`src/rtl/iob_iob2axi_read_burst.sv`:
```
// iob_iob2axi_read_burst: splits a word transfer into 4 KB-safe AXI4 INCR read bursts and streams the data out an IOb write port
module iob_iob2axi_read_burst #(
  parameter int ADDR_W      = 32,
  parameter int DATA_W      = 32,
  parameter int XFER_LEN_W  = 16,
  parameter int MAX_BURST   = 16,
  parameter int AXI_ID_W    = 1,
  parameter int AXI_LEN_W   = 8,
  parameter int AXI_BURST_W = 2,
  parameter int AXI_LOCK_W  = 2,
  parameter int AXI_CACHE_W = 4,
  parameter int AXI_PROT_W  = 3,
  parameter int AXI_QOS_W   = 4
) (
  input  logic                   clk_i,
  input  logic                   rst_i,
  input  logic                   run_i,
  input  logic [ADDR_W-1:0]      addr_i,
  input  logic [XFER_LEN_W-1:0]  length_i,
  output logic                   ready_o,
  output logic                   error_o,
  output logic                   m_iob_valid_o,
  output logic [ADDR_W-1:0]      m_iob_addr_o,
  output logic [DATA_W-1:0]      m_iob_wdata_o,
  output logic [DATA_W/8-1:0]    m_iob_wstrb_o,
  input  logic                   m_iob_ready_i,
  output logic [AXI_ID_W-1:0]    m_axi_arid_o,
  output logic [ADDR_W-1:0]      m_axi_araddr_o,
  output logic [AXI_LEN_W-1:0]   m_axi_arlen_o,
  output logic [2:0]             m_axi_arsize_o,
  output logic [AXI_BURST_W-1:0] m_axi_arburst_o,
  output logic [AXI_LOCK_W-1:0]  m_axi_arlock_o,
  output logic [AXI_CACHE_W-1:0] m_axi_arcache_o,
  output logic [AXI_PROT_W-1:0]  m_axi_arprot_o,
  output logic [AXI_QOS_W-1:0]   m_axi_arqos_o,
  output logic                   m_axi_arvalid_o,
  input  logic                   m_axi_arready_i,
  input  logic [AXI_ID_W-1:0]    m_axi_rid_i,
  input  logic [DATA_W-1:0]      m_axi_rdata_i,
  input  logic [1:0]             m_axi_rresp_i,
  input  logic                   m_axi_rlast_i,
  input  logic                   m_axi_rvalid_i,
  output logic                   m_axi_rready_o
);
  localparam int BYTES = DATA_W / 8;
  localparam int SZ = $clog2(BYTES);
  typedef enum logic [1:0] {IDLE, ADDR, DATA} state_t;
  state_t state, state_nxt;
  logic [ADDR_W-1:0] start_addr, next_addr, cur_addr, araddr, h_addr, t_addr;
  logic [DATA_W-1:0] h_data, t_data;
  logic [XFER_LEN_W-1:0] remaining, rem_nxt;
  logic [AXI_LEN_W-1:0] arlen, beat;
  logic start, ar_fire, r_fire, pop, last_beat, error, v0, v1, unused_rid;

  // beats = min(remaining, MAX_BURST, words left in the 4 KB page), returned as arlen
  function automatic logic [AXI_LEN_W-1:0] burst_len(input logic [ADDR_W-1:0] a, input logic [XFER_LEN_W-1:0] r);
    logic [31:0] b, p;
    p = (32'd4096 - {20'd0, a[11:0]}) >> SZ;
    b = 32'(r);
    if (b > 32'(MAX_BURST)) b = 32'(MAX_BURST);
    if (b > p) b = p;
    return AXI_LEN_W'(b - 32'd1);
  endfunction

  assign start_addr = addr_i & ~ADDR_W'(BYTES - 1);
  assign next_addr = cur_addr + ADDR_W'(BYTES);
  assign start = state == IDLE && run_i && length_i != '0;
  assign ar_fire = m_axi_arvalid_o && m_axi_arready_i;
  assign r_fire = m_axi_rvalid_i && m_axi_rready_o;
  assign pop = v0 && m_iob_ready_i;
  assign last_beat = beat == arlen;
  assign rem_nxt = remaining - XFER_LEN_W'(arlen) - XFER_LEN_W'(1);
  assign unused_rid = ^m_axi_rid_i;

  always_comb begin
    state_nxt = state;
    unique case (state)
      IDLE: state_nxt = start ? ADDR : IDLE;
      ADDR: state_nxt = m_axi_arready_i ? DATA : ADDR;
      default:
        if (r_fire && last_beat && rem_nxt != '0) state_nxt = ADDR;
        else if (remaining == '0 && !v1 && (!v0 || pop)) state_nxt = IDLE;
    endcase
  end

  always_ff @(posedge clk_i or posedge rst_i)
    if (rst_i) state <= IDLE;
    else state <= state_nxt;

  always_ff @(posedge clk_i or posedge rst_i) begin
    if (rst_i) begin
      cur_addr <= '0;
      araddr <= '0;
      arlen <= '0;
      remaining <= '0;
      beat <= '0;
      error <= 1'b0;
      v0 <= 1'b0;
      v1 <= 1'b0;
      h_addr <= '0;
      h_data <= '0;
      t_addr <= '0;
      t_data <= '0;
    end else begin
      if (state == IDLE && run_i) error <= 1'b0;
      if (start) begin
        cur_addr <= start_addr;
        araddr <= start_addr;
        remaining <= length_i;
        arlen <= burst_len(start_addr, length_i);
      end
      if (ar_fire) beat <= '0;
      if (r_fire) begin
        cur_addr <= next_addr;
        beat <= beat + AXI_LEN_W'(1);
        if (m_axi_rresp_i != 2'b00 || m_axi_rlast_i != last_beat) error <= 1'b1;
        if (last_beat) begin
          remaining <= rem_nxt;
          araddr <= next_addr;
          arlen <= burst_len(next_addr, rem_nxt);
        end
      end
      if (r_fire && (!v0 || (pop && !v1))) begin
        h_addr <= cur_addr;
        h_data <= m_axi_rdata_i;
      end else if (pop && v1) begin
        h_addr <= t_addr;
        h_data <= t_data;
      end
      if (r_fire && v0 && !pop) begin
        t_addr <= cur_addr;
        t_data <= m_axi_rdata_i;
      end
      v0 <= v0 ? (v1 || !pop || r_fire) : r_fire;
      v1 <= v1 ? !pop : (v0 && !pop && r_fire);
    end
  end

  assign ready_o = state == IDLE;
  assign error_o = error;
  assign m_iob_valid_o = v0;
  assign m_iob_addr_o = h_addr;
  assign m_iob_wdata_o = h_data;
  assign m_iob_wstrb_o = '1;
  assign m_axi_arid_o = '0;
  assign m_axi_araddr_o = araddr;
  assign m_axi_arlen_o = arlen;
  assign m_axi_arsize_o = 3'(SZ);
  assign m_axi_arburst_o = AXI_BURST_W'(1);
  assign m_axi_arlock_o = '0;
  assign m_axi_arcache_o = AXI_CACHE_W'(2);
  assign m_axi_arprot_o = AXI_PROT_W'(2);
  assign m_axi_arqos_o = '0;
  assign m_axi_arvalid_o = state == ADDR;
  assign m_axi_rready_o = state == DATA && remaining != '0 && !v1;
endmodule

```
`config.mk`:
```
export PLATFORM = sky130hd
export DESIGN_NAME = iob_iob2axi_read_burst
export DESIGN_NICKNAME = d
export VERILOG_FILES = /design/src/rtl/iob_iob2axi_read_burst.sv
export SDC_FILE = /design/constraint.sdc
export NUM_CORES = 1
export LEC_CHECK = 0
export ABC_AREA = 0
export CAP_MARGIN = 40
export CORE_UTILIZATION = 48
export DETAILED_ROUTE_END_ITERATION = 8
export PLACE_DENSITY = 0.77
export RECOVER_POWER = 100
export SYNTH_ARGS = -nofsm -noshare
export SYNTH_HDL_FRONTEND = slang
export SYNTH_SLANG_ARGS = --single-unit
```
`constraint.sdc`:
```
create_clock -name clk_i -period 7.9 [get_ports clk_i]
set_clock_uncertainty 0.2 [all_clocks]
set_input_delay 1.975 -clock clk_i [delete_from_list [all_inputs] [get_ports clk_i]]
set_output_delay 1.975 -clock clk_i [all_outputs]
set_load 0.005 [all_outputs]
```
==> metrics.csv <==
metric,value,unit
"Slew Viols, Final",242,
Die X,163,um
Fin. Hold Viols,0,
worst reg2reg path endpoint,m_axi_arlen_o[4],
setup TNS,0,ps
PnR Total Power,5.81,mW
Worst EP required,8160,ps
Netlist cell types,73,
Row Count,58,
post-CTS sizing,0,
post-synthesis adder-cell area fraction,0.0380,
synth top area cells,"dfrtp_1 (45%), nand2_1 (8.3%), mux2_2 (5.4%), a22oi_1 (3.9%), ha_1 (3.6%)",
Port Buffers,193,
Worst-path clk slew,60,ps
crit path capture,m_iob_addr_o[17],
CP Data Arrival Time,7410,ps
#FFs+latches synth,223,
number of antenna violations at the first check in global routing,0,
gr busiest metal,met2,
H-tree levels,1,
CP startpoint kind,primary input,
Post-Route WL,33.8,mm
"Cell Area, Synth",0.0124,mm2
prevailing post-synth register cell,dfrtp_1,
final net count,1633,
Initial Util,0.490,
grt met2 use,0.418,
Routed Antenna Nets,0,
worst hold path startpoint,m_iob_wdata_o[1],
cell taking the most area after synthesis,dfrtp_1,
vias,10700,
f_max,140,MHz
Root Driver,clkbuf_16,
share of layout cells above drive strength 1,0.0867,
Detailed Routing Iterations Pass 1,5,
clock power share,0.208,
GRT met1 Usage,0.344,
XOR/XNOR share of the synthesized area,0.0523,
hold crit path type,flop to flop,
number of clock sinks,223,
total grt overflow,0,
overall global routing resource usage,0.252,
most frequent cells after synthesis,"nand2_1 (274), dfrtp_1 (223), nor2_1 (96)",
CTS Buffer Depth,3,
Pleak,6.97,nW
switching share of power,0.392,
Slew Limit Headroom,-1.22,
# diodes,0,
FF-to-FF Start,m_axi_arlen_o[0],
Switch Pwr,2.28,mW
Cell Pwr Density,381,mW/mm2
# IOs,222,
compound-cell area share of the yosys netlist,0.163,
Crit. End Element,flop,
Slew @ Worst Pin,3330,ps
Post-synth ARST share,1.00,
worst ir drop on vdd,0.198,mV
CP Class,primary input to flop,
post-synthesis mux area share,0.0553,
worst r2r path cells,26,
syn_area_per_cell,9.20,um2
Area growth syn-to-layout,23.2,%
Die Y,163,um
CTS buffer count,25,
max-cap violations,5,
CTS tree,built,
Comb pwr share,0.433,
most common cell in the netlist,nand2_1,
crit path from,m_axi_rvalid_i,
routed length per instance,18.2,um
vias in the first global route,10200,
P_int,3.54,mW
Reg power frac,0.359,
core area,0.0253,mm2
largest net degree at the start of global routing,168,
CTS hold repair buffers,0,
hold slack,267,ps
RSZ-0062 raised after global routing,no,
largest family of logic cells by synthesized area,simple AND/OR/NAND/NOR gates,
outcome,"complete, but fails checks",
# DRC,0,
failing checks,"capacitance limit, slew limit",
hpwl dp,22.5,mm
GR Util met3,0.0415,
Final period util,0.906,
register area share after synthesis,0.451,
post-synth top area share,0.451,
Syn. warnings,0,
die area,0.0265,mm2
Syn Inst Count,1346,
DR iter-0 viols,962,
Worst-Skew Late Latency,530,ps
r2r setup slk,910,ps
Vias/cell,5.78,
post-layout min period,7150,ps
first-pass GRT wire length,53.6,mm
setup bufs post-CTS,0,
Post-synth EDFFs,0,
"Setup violations, final",0,
worst-path maximum fanout,62,
Simple-Gate Fraction of Synth Area,0.183,
RePlAce Congestion,0.879,
## power by group through the flow
stage / logic (mW) / clock network [mW] / registers, mW
floorplan: 1.69 / 0 / 1.96
global placement: 2.51 / 0 / 2.08
detailed placement: 2.58 / 0 / 2.10
CTS: 2.60 / 1.22 / 2.09
global route: 2.78 / 1.28 / 2.15
finish: 2.52 / 1.21 / 2.09
## registers in the layout, indices dropped and copies added, names as in the netlist, 2 cells and up
register and flops:
cur_addr 30, m_axi_arlen_o 8, m_iob_wdata_o 32, m_axi_araddr_o 32
m_iob_addr_o 30, t_data 32, beat 8, t_addr 30
state 2, remaining 16
## per-stage QoR
step / worst slack (ps) / std cells / utilization / area [um2]
2_1_floorplan: 1990 / 1381 / - / 12500
3_3_place_gp: 1370 / 1807 / 0.572 / 14400
3_5_place_dp: 1250 / 1809 / 0.573 / 14500
4_1_cts: 1370 / 1852 / 0.606 / 15300
5_1_grt: 457 / 1852 / 0.604 / 15300
6_report: 747 / 1852 / 0.604 / 15300
## metal layers
| metal | vias to the layer above | part of all wire |
|---|---|---|
| met3 | 50 | 0.072 |
| met1 | 5260 | 0.43 |
| li1 | 5004 | - |
| met2 | 395 | 0.47 |
| met4 | 0 | 0.021 |
| met5 | - | 0 |
## logic make-up (layout without fill, tap and decap cells)
family / after synthesis / in the layout
AO/OA/AOI/OAI: 294 / 294
XOR/XNOR: 74 / 74
adder cells (fa/ha/maj): 37 / 37
buffers and inverters: 141 / 282
flip-flops: 223 / 223
multiplexers: 61 / 61
other: 2 / 37
AND/OR/NAND/NOR: 514 / 514
## area by class of cell
type | instances | area, um2
clock buffers | 32 | 692
clock inverters | 11 | 156
fillers | 2136 | 10000
inverters | 30 | 116
multi-input cells | 1017 | 6260
flip-flops and latches | 223 | 5580
well taps | 330 | 413
repair buffers | 209 | 2040
## worst max-delay path, stage by stage
cell and delay [ps]:
dlygate4sd3_1 560, nand3_1 670, clkbuf_1 770, a21oi_4 370, clkbuf_1 2370, a22oi_1 490, nand2_1 180
## how the worst min path moves through the flow
| stage | endpoint | slack (ps) | cells past startpoint |
|---|---|---|---|
| floorplan | t_addr[14] | 250 | 2 |
| global placement | m_iob_addr_o[18] | 260 | 2 |
| detailed placement | m_iob_addr_o[30] | 260 | 2 |
| CTS | m_iob_wdata_o[30] | 280 | 2 |
| global route | m_iob_addr_o[16] | 280 | 2 |
| finish | m_iob_wdata_o[1] | 270 | 2 |
## cell usage in the layout, fill, tap and decap left out, types with 26 or more instances in the layout
master,count
nand2_1,273
dfrtp_1,223
dlygate4sd3_1,109
nor2_1,96
clkdlybuf4s50_1,84
a22oi_1,65
mux2_2,59
o21ai_0,56
a21oi_1,49
xnor2_1,41
conb_1,37
ha_1,36
a31oi_1,34
xor2_1,33
nand3_1,28
inv_1,28
and3_1,26
Note: power is estimated with default switching activity, not from simulation.
